[src/rtl/gemm_fetch_sched.sv]
// rtl/gemm_fetch_sched.sv - paired data/weight FIFO fetch scheduler with credit-bounded output buffer
//
// Ports:
//   clk, rst                 clock, synchronous active-high reset
//   start, burst_len,        job start pulse (IDLE only) and job geometry,
//   burst_cnt                latched when a non-empty job is accepted
//   data_empty, weig_empty   FIFO empty flags
//   data_rd_en, weig_rd_en   lockstep FIFO read strobes (always equal)
//   data_dout/data_valid,    FIFO read return, valid one cycle after rd_en
//   weig_dout/weig_valid
//   pair_valid/pair_ready    output handshake for the buffer head
//   pair_data/pair_weig      head operand pair
//   pair_last                head is the final pair of a burst
//   busy, done, err          status: not idle, job-complete pulse, sticky lockstep error
module gemm_fetch_sched #(
  parameter int DW    = 32,
  parameter int CNT_W = 16,
  parameter int DEPTH = 4
) (
  input  logic             clk,
  input  logic             rst,
  input  logic             start,
  input  logic [CNT_W-1:0] burst_len,
  input  logic [CNT_W-1:0] burst_cnt,
  input  logic             data_empty,
  input  logic             weig_empty,
  output logic             data_rd_en,
  output logic             weig_rd_en,
  input  logic [DW-1:0]    data_dout,
  input  logic             data_valid,
  input  logic [DW-1:0]    weig_dout,
  input  logic             weig_valid,
  output logic             pair_valid,
  input  logic             pair_ready,
  output logic [DW-1:0]    pair_data,
  output logic [DW-1:0]    pair_weig,
  output logic             pair_last,
  output logic             busy,
  output logic             done,
  output logic             err
);

  localparam int AW = $clog2(DEPTH);

  localparam logic [1:0] S_IDLE  = 2'd0;
  localparam logic [1:0] S_RUN   = 2'd1;
  localparam logic [1:0] S_DRAIN = 2'd2;
  localparam logic [1:0] S_DONE  = 2'd3;

  localparam logic [CNT_W-1:0] CNT_ONE = CNT_W'(1);
  localparam logic [AW:0]      OCC_ONE = (AW + 1)'(1);
  localparam logic [AW-1:0]    PTR_ONE = AW'(1);
  localparam logic [AW+1:0]    DEPTH_W = (AW + 2)'(DEPTH);

  logic [1:0]       state_q, state_d;
  logic [CNT_W-1:0] len_q, len_d;
  logic [CNT_W-1:0] cnt_q, cnt_d;
  logic [CNT_W-1:0] word_q, word_d;
  logic [CNT_W-1:0] burst_q, burst_d;
  logic [CNT_W-1:0] ocnt_q, ocnt_d;
  logic [AW:0]      occ_q, occ_d;
  logic [AW-1:0]    wptr_q, wptr_d;
  logic [AW-1:0]    rptr_q, rptr_d;
  logic             infl_q, infl_d;
  logic             err_q, err_d;
  logic             zdone_q, zdone_d;

  logic [DW-1:0]    buf_data_q [DEPTH];
  logic [DW-1:0]    buf_weig_q [DEPTH];

  logic             issue;
  logic             push;
  logic             pop;
  logic [AW+1:0]    credit_sum;
  logic [CNT_W-1:0] len_m1;
  logic [CNT_W-1:0] cnt_m1;

  assign len_m1 = len_q - CNT_ONE;
  assign cnt_m1 = cnt_q - CNT_ONE;

  // Entries held plus the read still in flight; both count against the buffer
  // so a returning word always has a free slot.
  assign credit_sum = {1'b0, occ_q} + {{(AW + 1){1'b0}}, infl_q};

  always_comb begin
    state_d = state_q;
    len_d   = len_q;
    cnt_d   = cnt_q;
    word_d  = word_q;
    burst_d = burst_q;
    ocnt_d  = ocnt_q;
    occ_d   = occ_q;
    wptr_d  = wptr_q;
    rptr_d  = rptr_q;
    err_d   = err_q;
    zdone_d = 1'b0;
    issue   = 1'b0;
    push    = 1'b0;

    pop = (occ_q != '0) & pair_ready;

    // Read return: both words must arrive together or the pair is dropped.
    if (infl_q) begin
      if (data_valid & weig_valid) begin
        push = 1'b1;
      end else begin
        err_d = 1'b1;
      end
    end

    case (state_q)
      S_IDLE: begin
        if (start) begin
          if ((burst_len != '0) && (burst_cnt != '0)) begin
            len_d   = burst_len;
            cnt_d   = burst_cnt;
            word_d  = '0;
            burst_d = '0;
            ocnt_d  = '0;
            err_d   = 1'b0;
            state_d = S_RUN;
          end else begin
            // Empty job: acknowledge with a done pulse without touching the FIFOs.
            zdone_d = 1'b1;
          end
        end
      end
      S_RUN: begin
        issue = ~data_empty & ~weig_empty & (credit_sum < DEPTH_W);
        if (issue) begin
          if (word_q == len_m1) begin
            word_d = '0;
            if (burst_q == cnt_m1) begin
              state_d = S_DRAIN;
            end else begin
              burst_d = burst_q + CNT_ONE;
            end
          end else begin
            word_d = word_q + CNT_ONE;
          end
        end
      end
      S_DRAIN: begin
        if ((occ_q == '0) && !infl_q) begin
          state_d = S_DONE;
        end
      end
      S_DONE: begin
        state_d = S_IDLE;
      end
      default: begin
        state_d = S_IDLE;
      end
    endcase

    infl_d = issue;

    case ({push, pop})
      2'b10:   occ_d = occ_q + OCC_ONE;
      2'b01:   occ_d = occ_q - OCC_ONE;
      default: occ_d = occ_q;
    endcase

    if (push) begin
      wptr_d = wptr_q + PTR_ONE;
    end

    if (pop) begin
      rptr_d = rptr_q + PTR_ONE;
      ocnt_d = (ocnt_q == len_m1) ? '0 : (ocnt_q + CNT_ONE);
    end
  end

  always_ff @(posedge clk) begin
    if (rst) begin
      state_q <= S_IDLE;
      len_q   <= '0;
      cnt_q   <= '0;
      word_q  <= '0;
      burst_q <= '0;
      ocnt_q  <= '0;
      occ_q   <= '0;
      wptr_q  <= '0;
      rptr_q  <= '0;
      infl_q  <= 1'b0;
      err_q   <= 1'b0;
      zdone_q <= 1'b0;
    end else begin
      state_q <= state_d;
      len_q   <= len_d;
      cnt_q   <= cnt_d;
      word_q  <= word_d;
      burst_q <= burst_d;
      ocnt_q  <= ocnt_d;
      occ_q   <= occ_d;
      wptr_q  <= wptr_d;
      rptr_q  <= rptr_d;
      infl_q  <= infl_d;
      err_q   <= err_d;
      zdone_q <= zdone_d;
    end
  end

  // Buffer storage carries no reset; contents are only observed while occ != 0.
  always_ff @(posedge clk) begin
    if (push) begin
      buf_data_q[wptr_q] <= data_dout;
      buf_weig_q[wptr_q] <= weig_dout;
    end
  end

  assign data_rd_en = issue;
  assign weig_rd_en = issue;
  assign pair_valid = (occ_q != '0);
  assign pair_data  = buf_data_q[rptr_q];
  assign pair_weig  = buf_weig_q[rptr_q];
  assign pair_last  = pair_valid & (ocnt_q == len_m1);
  assign busy       = (state_q != S_IDLE);
  assign done       = (state_q == S_DONE) | zdone_q;
  assign err        = err_q;

endmodule

[config.mk]
export PLATFORM = sky130hd
export DESIGN_NAME = gemm_fetch_sched
export DESIGN_NICKNAME = d
export VERILOG_FILES = /design/src/rtl/gemm_fetch_sched.sv
export SDC_FILE = /design/constraint.sdc
export NUM_CORES = 1
export LEC_CHECK = 0
export CAP_MARGIN = 20
export CORE_ASPECT_RATIO = 0.6
export CORE_UTILIZATION = 55
export DETAILED_ROUTE_END_ITERATION = 6
export PLACE_DENSITY_LB_ADDON = 0.08
export SYNTH_ARGS = -nofsm -noshare
export SYNTH_HDL_FRONTEND = slang
export SYNTH_SLANG_ARGS = --single-unit
[constraint.sdc]
create_clock -name clk -period 3.75 [get_ports clk]
set_input_delay 0.75 -clock clk [delete_from_list [all_inputs] [get_ports clk]]
set_output_delay 0.75 -clock clk [all_outputs]
set_load 0.005 [all_outputs]
After elaboration in Yosys (flattened, before gate mapping) --
Memories as Yosys holds them, arrays and structs flattened. A register that Yosys moved wholly into a read port is not among the register bits. Index checks and enable logic that the tools add are counted. Widths: inputs -> output; s select.
Word-level totals: bits in registers 92, memory bits (writable) 256, bits of input ports 104, output and inout port bits 71, logic and storage cells 105, memories 2
Memory list:
- buf_data_q | words 4, bits a word 32, read ports 1, clocked after Yosys merged registers in 1, wr ports 1, RTL line 68 | logic [DW-1:0] buf_data_q [DEPTH];
- buf_weig_q | words 4, bits a word 32, read ports 1, clocked after Yosys merged registers in 1, wr ports 1, RTL line 69 | logic [DW-1:0] buf_weig_q [DEPTH];
Cells by class: add/sub/neg operators 10, order comparisons 1, equality and inequality tests 15, muxes and demuxes 35, bitwise gates (word level) 10, reductions and logical operators 20
Operators by type and width (count):
- $mux 16 | 10
- $pmux 16 s2 | 2
- $add 16x1->16 const B | 3
- $eq 16x16->1 | 3
- $reduce_bool 16->1 | 2
- $sub 16x1->16 const B | 2
- $mux 2 | 10
- $ne 2x2->1 const B | 7
- $reduce_and 6->1 | 2
- $reduce_bool 2->1 | 6
- $mux 1 | 11
- $pmux 2 s4 | 1
- $eq 2x2->1 const B | 3
- $pmux 3 s2 | 1
- $reduce_and 3->1 | 2
- $and 1x1->1 | 5
- $add 2x1->2 const B | 2
- $add 3x1->4 | 1
- $eq 2x1->1 const B | 2
- $lt 4x3->1 const B | 1
- $not 1->1 | 4
- $reduce_and 4->1 | 1
- $add 3x1->3 const B | 1
- $logic_not 3->1 | 1
- 7 further kinds | 8

Logic depth before layout (Yosys ltp) --
Gate-level depths: netlist (run 1).
depth after elaboration 6, gate-level depth with buffers 14, mapped depth without buffers 11

Worst setup path before layout (run 1) --
OpenSTA, ideal clock, no wires.
path kind register to register, start point register len_q[0], end point register burst_q[10], setup time 0.115 ns, data arrival time 3.006 ns, required time 3.635 ns, setup slack 0.629 ns, cell stages (with the launch flop) 13, buffers on the path 1, period minus slack after synthesis 3.121 ns, cell sequence dfxtp_1 buf_2 inv_1 ha_1 or3b_1 nor3_1 xnor3_1 o221ai_1 nor4b_2 o311ai_4 a2111oi_4 a21oi_1 o21a_1
On the way: longest elaborated chain between the ends 4
RTL lines:
- from (decl) | RTL line 56 | logic [CNT_W-1:0] len_q, len_d;
- from (signal assigned) | RTL line 190 | len_q <= len_d;
- $sub 16x1->16 | RTL line 78 | assign len_m1 = len_q - CNT_ONE;
- $eq 16x16->1 | RTL line 131 | if (word_q == len_m1) begin
- $ne 2x2->1 (no source line)
- $reduce_and 6->1 (no source line)
- to (signal assigned) | RTL line 193 | burst_q <= burst_d;
- to (decl) | RTL line 59 | logic [CNT_W-1:0] burst_q, burst_d;
No other way between the ends. A chain may end at the register's enable or synchronous reset.

Worst setup path after layout (run 1) --
start point register len_q[4], end point register burst_q[0]
Same word-level chain as after synthesis.

==> results.sh, run 1 <==
export IMPL_portBuffers=174
export IMPL_cts_tree="built"
export IMPL_grt_usage_pct=23.35
export IMPL_antenna_found_initial=1
export IMPL_layout_commonest_cell="edfxtp_1"
export IMPL_internal_power_mw=7.061
export IMPL_dp_cells=1565
export IMPL_drt_iter0_drc=678
export IMPL_wl_per_cell_um=20.22
export IMPL_cp_start_kind="flip-flop"
export IMPL_min_to="cnt_q[15]"
export IMPL_synth_seq_area_share_pct=63.31
export IMPL_synthArstFlopShare_pct=0
export IMPL_r2r_end="burst_q[0]"
export IMPL_post_route_period_util_pct=94.66
export IMPL_grt_max_degree=65
export IMPL_drive_gt1_share_pct=15.19
export IMPL_synth_nets=1175
export IMPL_syn_mean_instance_area_sq_um=14.31
export IMPL_ys_flop_type="edfxtp_1"
export IMPL_holdPathStages=2
export IMPL_path_common_cell="buf_4"
export IMPL_netlist_instances=1056
export IMPL_grt_overflow=0
export IMPL_yosysTopAreaCell="edfxtp_1"
export IMPL_worst_setup_path_type="reg2reg"
export IMPL_cp_arrival_ns=4.01
export IMPL_power_density_nw_per_um2=520.1
export IMPL_first_global_vias=9093
export IMPL_clk_pin_slew_ns=0.07
export IMPL_hold_viol=0
export IMPL_critPathMaxFanout=10
export IMPL_numClockSinks=350
export IMPL_final_cells=1625
export IMPL_ios=175
export IMPL_p_clk_share_pct=35.0
export IMPL_yosys_top_cells_area="edfxtp_1 51%, dfxtp_1 12%, mux4_2 9.5%"
export IMPL_ir_worst_vdd_v=0.0003574
export IMPL_ctsLongestPathBuffers=3
export IMPL_post_route_drc_count=0
export IMPL_setup_viol=0
export IMPL_totalPowerFinal_mw=9.662
export IMPL_dieArea_sq_um=28170
export IMPL_final_cell_mix="256 x edfxtp_1, 172 x clkdlybuf4s50_1, 97 x nand2_1"
export IMPL_initial_core_util_pct=56.60
export IMPL_synth_cell_types=83
export IMPL_cts_buffers=31
export IMPL_totalWireLength_mm=32.86
export IMPL_layout_min_cycle_time_ns=3.550
export IMPL_fillers=1836
export IMPL_ant_nets=0
export IMPL_synth_warnings=0
export IMPL_status="completed"
export IMPL_p_leak_nw=6.239
export IMPL_firstDrtPassIters=5
export IMPL_cp_cell_sequence="buf_4 -> nor3_4 -> nand3_2 -> a2111oi_1 -> o2111ai_1 -> nor4b_2 -> buf_4 -> o311ai_4 -> a21oi_2 -> nor2_1 -> mux2_2"
export IMPL_die_y_um=130.4
export IMPL_power_frac_seq_pct=45.4
export IMPL_finalSetupTns_ns=0
export IMPL_clock_latency_ns=0.57
export IMPL_worstMarginPinSlew_ns=0.9973
export IMPL_final_max_slew_violation_count=0
export IMPL_syn_area_sq_um=15110
export IMPL_sw_frac_of_total_pct=26.93
export IMPL_via_per_inst=5.747
export IMPL_syn_to_final_growth_pct=22.91
export IMPL_max_stage_delay_ns=0.49
export IMPL_critPathSlowestCell="a2111oi_1"
export IMPL_p_sw_mw=2.602
export IMPL_synth_edf_count=256
export IMPL_cp_end_kind="flip-flop"
export IMPL_ys_seq_elements=350
export IMPL_grt_pass1_wl_mm=50.83
export IMPL_vias=9339
export IMPL_pwr_share_comb_pct=19.6
export IMPL_die_x_um=216.0
export IMPL_hp_start="cnt_q[15]"
export IMPL_drv_cap=0
export IMPL_place_gp_congestion=0.8918
export IMPL_holdBufCountCts=0
export IMPL_htreeDepth=1
export IMPL_reg2reg_depth=11
export IMPL_slew_headroom_pct=33.11
export IMPL_std_cell_rows=46
export IMPL_yosys_area_top_type_share_pct=50.86
export IMPL_r2r_start="len_q[4]"
export IMPL_critical_path_required_ns=4.21
export IMPL_ctsRootBufferMaster="clkbuf_16"
export IMPL_regToRegSetupSlack_ns=0.20
export IMPL_num_nets_final=1358
export IMPL_skew_ns=0.02284
export IMPL_timing_fmax_ghz=0.2817
export IMPL_min_path_type="reg2reg"
export IMPL_whs_ns=0.4821
export IMPL_core_area_sq_um=26710
export IMPL_hpwl_mm=22.14
Yosys cell counts, drive strengths merged, types with 7 or more instances:
library cell,n
and2,7
a211oi,8
dfxtp,94
mux4,64
ha,14
nor3b,13
o21ai,20
nand2,98
xnor3,7
xnor2,46
nand4,14
nor4,19
inv,29
and3,25
xor2,33
edfxtp,256
buf,27
clkbuf,28
nor2,57
nand3,23
a21o,15
nor3,17
nand2b,7
a21oi,53
logic make-up after synthesis:
family	count (synthesis)	share of synthesized area, %
DFF	350	63.31
buffers and inverters	84	2.310
adders and majority gates	15	1.291
muxes	71	10.01
AOI/OAI and AO/OA	135	6.225
and+or+nand+nor	315	11.23
xor gates and xnor gates	86	5.621
through the flow:
step                      utilization [%]  setup WS [ns]  cell area (sq um)
final                               69.56         0.2004              18580
after global routing                69.55      -0.002562              18570
after CTS                           69.36        0.02389              18520
after detailed placement            65.12        0.07338              17390
after global placement              65.12         0.2107              17390
after floorplan                         -         0.6291              15110
power groups by stage:
stage | Clock (mW) | Sequential (mW) | Combinational (mW)
6_report | 3.38 | 4.38 | 1.90
3_3_place_gp | 0 | 4.45 | 1.77
5_1_grt | 3.59 | 4.39 | 2.06
2_1_floorplan | 0 | 4.39 | 1.27
4_1_cts | 3.45 | 4.37 | 1.83
3_5_place_dp | 0 | 4.46 | 1.79
critical path, delay by kind of cell (launching register included):
family | cells | cell delay (ns)
AOI/OAI and AO/OA | 4 | 1.30
and+or+nand+nor | 4 | 1.13
buffers and inverters | 2 | 0.40
DFF | 1 | 0.34
muxes | 1 | 0.28
cell type report:
cell class / instances / area, sq um / share of cell area (%)
clock buffer: 33 / 783.3 / 4.216
sequential: 350 / 9577 / 51.55
timing repair buffer: 205 / 2056 / 11.07
inverter: 29 / 108.9 / 0.5860
multi-input combinational: 622 / 5293 / 28.49
clock inverter: 25 / 306.5 / 1.650
antenna: 1 / 2.502 / 0.01347
tap: 360 / 450.4 / 2.425
registers in the layout, indices dropped and copies added (netlist names), named ones only:
register	flops
zdone_q	1
wptr_q	2
word_q	16
occ_q	3
err	1
burst_q	16
rptr_q	2
buf_weig_q	128
ocnt_q	16
len_q	16
cnt_q	16
buf_data_q	128
state_q	2
infl_q	1
what timing repair did:
action / CTS / global route
buffers inserted: 1 / 0
setup endpoints to repair: 1 / 1
resized for setup: 12 / 12
pin swaps: 3 / 5
layer usage:
metal	track usage, %	wire length, um	part of all wire [%]
met1	36.06	15590	47
met3	5.509	2510	7.6
met4	4.598	489	1.5
met5	0	0	0
met2	33.95	14270	43
worst max-delay path by stage:
stage / slack, ns / cells past startpoint / from / end
6_report: 0.20 / 11 / len_q[4] / burst_q[0]
5_1_grt: -0.003 / 13 / len_q[1] / burst_q[10]
4_1_cts: 0.02 / 10 / len_q[1] / pair_last
3_5_place_dp: 0.07 / 9 / len_q[1] / pair_last
3_3_place_gp: 0.21 / 9 / len_q[1] / pair_last
2_1_floorplan: 0.63 / 12 / len_q[0] / burst_q[10]
(Power assumes the default switching activity.)
==> run 2, diff against run 1 <==
- CELL_PAD_IN_SITES_DETAIL_PLACEMENT: unset -> 1
- CELL_PAD_IN_SITES_GLOBAL_PLACEMENT: unset -> 2
- CORE_UTILIZATION: 55 -> 40
==> run 2 against run 1 <==
Against the previous run:
- setup slack better by 0.0094 ns
- fmax increased by 0.26%
- count of clock-buffer cells in the layout up 8
- power grew 4.0%
- sequential power about the same
- via count shrank 0.27%
==> results.sh, run 2 (synthesis gave the netlist of run 1 again) <==
export IMPL_status="completed"
export IMPL_numClockSinks=350
export IMPL_final_cell_area_sq_um=19030
export IMPL_hold_viol=0
export IMPL_dp_slack_ns=0.09209
export IMPL_fillers=3618
export IMPL_post_route_drc_count=0
export IMPL_layout_commonest_cell="edfxtp_1"
export IMPL_setup_viol=0
export IMPL_finalSetupTns_ns=0
export IMPL_ir_worst_vdd_v=0.0004076
export IMPL_slew_headroom_pct=54.18
export IMPL_final_cell_mix="256 x edfxtp_1, 172 x clkdlybuf4s50_1, 98 x nand2_1"
export IMPL_holdBufCountCts=0
export IMPL_drt_iter0_drc=436
export IMPL_p_leak_nw=6.429
export IMPL_firstDrtPassIters=5
export IMPL_first_global_vias=9973
export IMPL_initial_core_util_pct=41.12
export IMPL_wl_met2_mm=16.90
export IMPL_top_regs="buf_data_q x128, buf_weig_q x128"
export IMPL_path_common_cell="buf_4"
export IMPL_cts_buffers=35
export IMPL_cts_tree="built"
export IMPL_wl_met3_mm=1.427
export IMPL_ctsLongestPathBuffers=3
export IMPL_critPathMaxFanout=7
export IMPL_portBuffers=174
export IMPL_reg2reg_depth=13
export IMPL_cp_end_kind="primary output"
export IMPL_hpwl_mm=26.32
export IMPL_htreeDepth=2
export IMPL_worst_slack_ns=0.2097
export IMPL_totalWireLength_mm=37.38
export IMPL_top_layer="met4"
export IMPL_clock_latency_ns=0.53
export IMPL_vias=9314
export IMPL_postPlaceCellArea_sq_um=17750
export IMPL_worst_setup_path_type="reg2out"
export IMPL_grt_pass1_wl_mm=58.91
export IMPL_ant_nets=0
export IMPL_ctsRootBufferMaster="clkbuf_16"
export IMPL_seq_area_sq_um=9582
export IMPL_clk_pin_slew_ns=0.06
export IMPL_timing_fmax_ghz=0.2825
export IMPL_drive_gt1_share_pct=16.38
export IMPL_grt_max_degree=41
export IMPL_grt_overflow=0
export IMPL_final_max_slew_violation_count=0
export IMPL_die_y_um=152.6
export IMPL_num_nets_final=1386
export IMPL_rsz0062_at_grt="no"
export IMPL_wl_per_cell_um=20.79
export IMPL_power_density_nw_per_um2=528.1
export IMPL_totalPowerFinal_mw=10.05
export IMPL_place_gp_congestion=0.8542
export IMPL_num_antenna_cells=0
export IMPL_multi_input_area_sq_um=5256
export IMPL_cp_cell_sequence="buf_4 -> nor4_4 -> nand4_1 -> xnor2_2 -> a2111oi_4 -> o2111ai_1 -> buf_4 -> nor2_4 -> buf_6"
export IMPL_cp_start_kind="flip-flop"
export IMPL_cp_depth=9
export IMPL_die_x_um=253.0
export IMPL_grt_usage_pct=19.83
export IMPL_antenna_found_initial=1
export IMPL_via_per_inst=5.180
export IMPL_drv_cap=0
export IMPL_critPathSlowestCell="nor4_4"
export IMPL_ios=175
export IMPL_core_area_sq_um=36760
export IMPL_cp_top_family="simple AND/OR/NAND/NOR gates"
export IMPL_critical_path_required_ns=3.00
export IMPL_cp_arrival_ns=2.79
export IMPL_std_cell_rows=54
export IMPL_skew_ns=0.01300
export IMPL_worstMarginPinSlew_ns=0.6873
export IMPL_layout_min_cycle_time_ns=3.540
export IMPL_syn_to_final_growth_pct=25.88
export IMPL_critPathBufInv=3
export IMPL_wl_met1_mm=18.53
export IMPL_max_stage_delay_ns=0.45
export IMPL_min_path_type="reg2reg"
export IMPL_post_route_period_util_pct=94.41
export IMPL_holdPathStages=2
export IMPL_dieArea_sq_um=38590
==> run 2: cell count changes in the layout (fill, tap and decap cells not counted), sizes merged <==
| cell | change |
|---|---|
| clkinvlp | -4 |
| buf | +24 |
| clkbuf | +8 |
| inv | -1 |
| bufinv | -1 |
| diode | -1 |
| clkinv | +4 |
==> run 2: per-layer routing <==
| metal | vias to the layer above | track usage, % |
|---|---|---|
| li1 | 4423 | - |
| met1 | 4707 | 28.96 |
| met2 | 141 | 31.21 |
| met3 | 43 | 3.468 |
| met4 | 0 | 3.810 |
| met5 | - | 0 |
==> run 2: final cells by class <==
type | instances | area share, %
Inverter | 29 | 0.5721
Clock inverter | 23 | 1.407
Sequential cell | 350 | 50.36
Tap cell | 504 | 3.314
Timing Repair Buffer | 229 | 11.83
Clock buffer | 41 | 4.886
Multi-Input combinational cell | 622 | 27.63
==> run 2: what timing repair did <==
action,in CTS,in global routing
setup buffers,1,3
pin swaps,1,6
endpoints found under the setup margin,1,1
gates resized for setup,4,14
==> run 2: worst reg2reg max path, cell delays in order (launching register included) <==
cell	delay, ns
dfxtp_1	0.31
buf_4	0.17
nor3_4	0.38
nand3_2	0.19
a2111oi_1	0.41
buf_4	0.19
o2111ai_1	0.11
nor4b_2	0.28
buf_4	0.20
o311ai_4	0.16
a2111oi_4	0.38
buf_4	0.20
a21oi_1	0.07
o21a_1	0.18
==> run 2: final timing paths <==
check,from,to,slack [ns]
setup reg to reg,len_q[4],burst_q[10],0.43
hold reg to reg,cnt_q[15],cnt_q[15],0.47
setup / recovery,len_q[1],pair_last,0.21
hold / removal,cnt_q[15],cnt_q[15],0.47
==> run 2: report_power, final <==
part	leakage (nW)	internal (mW)	switching [mW]
Sequential	3.07	4.24	0.130
Clock	0.587	2.19	1.49
Combinational	2.78	0.881	1.11
==> run 2: metrics by stage <==
| stage | utilization, % | hold slack (ns) | instances |
|---|---|---|---|
| 2_1_floorplan | - | 0.4478 | 1056 |
| 5_1_grt | 51.76 | 0.5061 | 1798 |
| 3_5_place_dp | 48.30 | 0.4752 | 1731 |
| 6_report | 51.76 | 0.4734 | 1798 |
| 3_3_place_gp | 48.30 | 0.4626 | 1731 |
| 4_1_cts | 51.61 | 0.4836 | 1796 |
==> run 3, diff against run 2 <==
- CORE_UTILIZATION: 40 -> 35
- CTS_BUF_LIST: unset -> sky130_fd_sc_hd__clkbuf_16
- CTS_CLUSTER_SIZE: unset -> 30
==> run 3 against run 2 <==
Against the previous run:
- clock skew rose by 0.0044 ns
- count of clock-buffer cells in the layout fell by 5
- global-route usage fell by 2.2 points
- clock power fell by 3%
- critical path depth rose by 6
- sequential share of layout area fell by 0.29 points
- fmax fell by 1.5%
- utilization fell by 6.5 points
- via count rose by 0.81%
- design area rose by 0.56%
==> results.sh, run 3 (synthesis gave the netlist of run 1 again) <==
export IMPL_die_x_um=270.3
export IMPL_num_antenna_cells=0
export IMPL_top_regs="buf_data_q x128, buf_weig_q x128"
export IMPL_timing_fmax_ghz=0.2782
export IMPL_htreeDepth=2
export IMPL_antenna_found_initial=1
export IMPL_grt_max_degree=43
export IMPL_layout_commonest_cell="edfxtp_1"
export IMPL_critical_path_required_ns=4.17
export IMPL_core_area_sq_um=42240
export IMPL_final_cell_mix="256 x edfxtp_1, 172 x clkdlybuf4s50_1, 98 x nand2_1"
export IMPL_final_max_slew_violation_count=0
export IMPL_dp_cells=1804
export IMPL_worst_setup_path_type="reg2reg"
export IMPL_slew_headroom_pct=64.19
export IMPL_totalPowerFinal_mw=10.00
export IMPL_ios=175
export IMPL_final_cells=1874
export IMPL_numClockSinks=350
export IMPL_cp_arrival_ns=4.01
export IMPL_clock_latency_ns=0.52
export IMPL_post_route_period_util_pct=95.86
export IMPL_clk_pin_slew_ns=0.06
export IMPL_cts_buffers=35
export IMPL_via_per_inst=5.010
export IMPL_grt_overflow=0
export IMPL_ctsLongestPathBuffers=3
export IMPL_place_gp_congestion=0.8073
export IMPL_cp_start_kind="flip-flop"
export IMPL_setup_viol=0
export IMPL_critPathBufInv=5
export IMPL_ctsRootBufferMaster="clkbuf_16"
export IMPL_first_global_vias=9776
export IMPL_ir_worst_vdd_v=0.0002920
export IMPL_num_nets_final=1397
export IMPL_drt_iter0_drc=557
export IMPL_drv_cap=0
export IMPL_totalWireLength_mm=38.97
export IMPL_firstDrtPassIters=4
export IMPL_hold_viol=0
export IMPL_whs_ns=0.4825
export IMPL_power_density_nw_per_um2=522.7
export IMPL_drive_gt1_share_pct=16.72
export IMPL_status="completed"
export IMPL_cp_end_kind="flip-flop"
export IMPL_path_common_cell="buf_4"
export IMPL_final_util_pct=45.30
export IMPL_layout_min_cycle_time_ns=3.595
export IMPL_initial_core_util_pct=35.79
export IMPL_vias=9389
export IMPL_ant_nets=0
export IMPL_critPathMaxFanout=6
export IMPL_grt_usage_pct=17.67
export IMPL_grt_pass1_wl_mm=59.86
export IMPL_die_y_um=163.0
export IMPL_std_cell_rows=58
export IMPL_max_stage_delay_ns=0.47
export IMPL_critPathSlowestCell="nor4b_2"
export IMPL_min_path_type="reg2reg"
export IMPL_hpwl_mm=27.43
export IMPL_syn_to_final_growth_pct=26.58
export IMPL_p_leak_nw=6.500
export IMPL_post_route_drc_count=0
export IMPL_rsz0062_at_grt="yes"
export IMPL_portBuffers=174
export IMPL_skew_ns=0.01739
export IMPL_wl_per_cell_um=20.79
export IMPL_cp_cell_sequence="inv_1 -> ha_1 -> nor3b_4 -> buf_4 -> nand3_2 -> a2111oi_1 -> buf_4 -> o2111ai_1 -> nor4b_2 -> buf_4 -> o311ai_4 -> a2111oi_4 -> buf_4 -> a21oi_1 -> o21a_1"
export IMPL_worstMarginPinSlew_ns=0.5327
export IMPL_cts_tree="built"
export IMPL_cp_top_family="compound AO/OA/AOI/OAI gates"
export IMPL_dieArea_sq_um=44050
run 3: worst paths after layout:
kind / slack (ns) / depth (start not counted) / startpoint / endpoint
setup / recovery: 0.16 / 15 / len_q[0] / burst_q[10]
hold / removal: 0.48 / 2 / cnt_q[15] / cnt_q[15]
setup reg to reg: 0.16 / 15 / len_q[0] / burst_q[10]
hold reg to reg: 0.48 / 2 / cnt_q[15] / cnt_q[15]
run 3: timing repair:
action | CTS | global route
resized for setup | 7 | 8
endpoints found under the setup margin | 1 | 1
pin swaps | 1 | 6
setup buffers | 2 | 5
hold buffers | 0 | 0
run 3: through the flow:
stage          setup TNS, ns  setup slack [ns]  area, sq um
2_1_floorplan              0            0.6291        15110
3_3_place_gp               0           0.04588        17870
3_5_place_dp               0          0.005742        17870
4_1_cts                    0          0.001149        19070
5_1_grt             -0.02348          -0.02348        19130
6_report                   0            0.1554        19130
run 3: report_power, final:
group / switching, mW / internal, mW
Clock: 1.47 / 2.09
Sequential: 0.125 / 4.24
Combinational: 1.14 / 0.938
Total: 2.74 / 7.26
run 3: metal layers:
metal  vias up  global-route usage (%)  part of all wire, %
met5         -                       0                0.044
met4         2                   2.928                  1.2
met3        39                   3.273                  3.4
met2       120                   26.95                   45
met1      4794                   26.52                   51
li1       4434                       -                    -
run 3: area by class of cell:
| type | instances | area [sq um] |
|---|---|---|
| clock buffer | 36 | 900.9 |
| clock inverter | 27 | 256.5 |
| fill | 4287 | 23100 |
| inverter | 29 | 108.9 |
| multi-input combinational | 622 | 5254 |
| sequential | 350 | 9580 |
| tap | 570 | 713.2 |
| timing repair buffer | 240 | 2318 |
run 3: worst reg2reg max path, cell delays in order, from the launching register on:
cell and delay [ns]:
dfxtp_1 0.31, inv_1 0.05, ha_1 0.20, nor3b_4 0.22
buf_4 0.14, nand3_2 0.11, a2111oi_1 0.43, buf_4 0.20
o2111ai_1 0.14, nor4b_2 0.47, buf_4 0.24, o311ai_4 0.16
a2111oi_4 0.38, buf_4 0.19, a21oi_1 0.07, o21a_1 0.19
==> patch, RTL diff (flow settings as in run 2) <==
Put one more register stage on the output `err`. The value now appears one clock later. The other outputs are not delayed to match.
--- a/src/rtl/gemm_fetch_sched.sv
+++ b/src/rtl/gemm_fetch_sched.sv
@@ -217,7 +217,9 @@
   assign pair_last  = pair_valid & (ocnt_q == len_m1);
   assign busy       = (state_q != S_IDLE);
   assign done       = (state_q == S_DONE) | zdone_q;
-  assign err        = err_q;
+  always_ff @(posedge clk) begin
+    err <= err_q;
+  end
 
 endmodule
 
Function: changed (Yosys sat finds a counterexample within 4 cycles, from zero or initial values and one cycle with rst high).
==> patch against run 2 <==
Area after synthesis is 0.13% higher. Power grew 0.31%. Count of clock-buffer cells in the layout up 11. Critical path type unchanged. Design area grew 0.68%. Largest cell class unchanged. Setup slack lost 0.15 ns. First-iteration DRC count is 33% higher. Routed wire length is 0.64% higher. Critical endpoint unchanged. Sequential cell count rose by 1. Hold slack got worse by 0.12 ns.
==> patch: results (changes against run 2) <==
| Metric | Value | Unit | Delta |
|:---|:---|:---|:---|
| Result of the run | complete, no violations | - |  |
| Final antenna diode count | 0 | - | unchanged |
| Number of buffers inserted during clock tree synthesis | 34 | - | -2.9% |
| Synth Area in Compound Gates | 6.22 | % | -0.0082 points |
| Half-perimeter wire length after detailed placement | 26600 | um | +1.1% |
| Arrival time at the worst endpoint | 2.94 | ns | +0.15 ns |
| Xor and xnor area share after synthesis | 5.61 | % | -0.0074 points |
| Worst slack after detailed placement | 0.0905 | ns | -0.00160 ns |
| Adder and majority gate portion of the synthesized area | 1.29 | % | -0.0017 points |
| Clock input transition at the sequential cells of the worst setup and hold paths | 0.06 | ns | about the same |
| Cell count after synthesis | 1057 | - | +0.095% |
| Number of antenna violations at the first check in global routing | 0 | - | -1 |
| First-iteration detailed-routing DRC count | 581 | - | +33% |
| Share of flip-flops with an asynchronous set or reset | 0 | % | unchanged |
| Routed vias/inst | 5.25 | - | +1.4% |
| Max H-tree Level | 2 | - | unchanged |
| Placed insts | 1736 | - | +0.29% |
| Post-synth net total | 1176 | - | +0.085% |
| Number of global-route vias before repair | 9865 | - | -1.1% |
| Total number of yosys warnings | 0 | - | unchanged |
| Detailed-route wire length per cell | 20.8 | um | -0.19% |
| Pin count of the biggest net entering global routing | 35 | - | -15% |
| NumNets Final | 1402 | - | +1.2% |
| Maximum VDD drop | 312 | uV | -24% |
| Switching component of the power | 2.76 | mW | +0.87% |
| Normalized max-slew margin | 36.4 | % | -18 points |
| Clock latency of the later-clocked register in the worst-skew pair | 0.53 | ns | about the same |
| Residual DRC | 0 | - | unchanged |
| Number of filler instances in the final layout | 3616 | - | -0.055% |
| Global-route wire length before repair | 58700 | um | -0.35% |
| Number of enable-type register cells in the synthesized netlist | 256 | - | unchanged |
| R2R cell count | 18 | - | +5 |
| Largest clock skew in the final design | 0.0127 | ns | -0.000328 ns |
| Share of layout cells above drive strength 1 | 18.0 | % | +1.6 points |
| Wire length after detailed routing | 37600 | um | +0.64% |
| Maximum number of buffers from clock root to sink | 3 | - | unchanged |
| LEAKAGE | 6.50 | nW | +1.1% |
| Worst Hold Depth | 0 | - | -2 |
| Wl on met1 | 18100 | um | -2.1% |
| Routability cong. | 0.796 | - | -6.8% |
| Hold/Removal Path Class | reg2reg | - |  |
| Seq/Total Area, Yosys | 63.4 | % | about the same |
| GRT Util Overall | 19.7 | % | -0.14 points |
| Cells taking the most area after synthesis | edfxtp_1 (51%), dfxtp_1 (13%), mux4_2 (9.5%) | - |  |
| Met2 layer wire length in the routed design | 17500 | um | +3.8% |
| Mux share of post-synthesis cell area | 10.0 | % | -0.013 points |
| Placement-stage cell area | 17800 | um^2 | +0.28% |
| Cell types with the highest counts after synthesis | edfxtp_1 (256), nand2_1 (98), dfxtp_1 (95) | - |  |
| Crit-path max FO | 6 | - | -1 |
| Top layer used by detailed routing | met4 | - |  |
| Met3 Wirelength | 1360 | um | -4.8% |
| Number of I/O port buffers | 174 | - | unchanged |
[patch: cell count changes in the layout (fill, tap and decap cells not counted), sizes merged, moves of 4 or more]
cell | before | now
clkbuf | 41 | 52
buf | 57 | 72
clkinv | 16 | 7
bufinv | 6 | 2
[patch: layer usage]
layer  GRT usage, %  vias up
met5              0        -
met4           4.18        0
met3           3.30       47
met2           31.0      151
met1           28.7     4866
li1               -     4457
[patch: power by group through the flow]
| stage | Clock, mW | Combinational [mW] | Sequential, mW |
|---|---|---|---|
| 6_report | 3.51 | 2.19 | 4.37 |
| 5_1_grt | 3.76 | 2.38 | 4.39 |
| 4_1_cts | 3.64 | 2.13 | 4.37 |
| 3_5_place_dp | 0 | 2.00 | 4.46 |
| 3_3_place_gp | 0 | 1.97 | 4.45 |
| 2_1_floorplan | 0 | 1.27 | 4.40 |
[patch: path summary, 6_finish.rpt]
path         startpoint          end  slack (ns)
max            len_q[0]    pair_last        0.06
min               err_q          err        0.36
max reg2reg    len_q[0]  burst_q[10]        0.12
min reg2reg       err_q          err        0.36
[patch: cell type report]
type | instances | area (um^2) | area share [%]
Clock buffer | 52 | 1040 | 5.43
Clock inverter | 10 | 124 | 0.647
Inverter | 29 | 109 | 0.568
Multi-Input combinational cell | 622 | 5270 | 27.5
Sequential cell | 351 | 9600 | 50.1
Tap cell | 504 | 631 | 3.29
Timing Repair Buffer | 245 | 2380 | 12.4
[patch: critical path, stage by stage, from the launching register on]
cell and delay, ns:
dfxtp_1 0.32, buf_6 0.14, nor4_4 0.36, buf_4 0.17
buf_4 0.12, nand4_1 0.24, xnor2_2 0.29, and4_1 0.24
o2111ai_2 0.17, nor2_1 0.13, clkdlybuf4s15_2 0.24
[patch: timing repair]
action                                  CTS  global route
resized for setup                        10            10
endpoints found under the setup margin    1            14
pin swaps                                 8             7
buffers inserted                         12             4
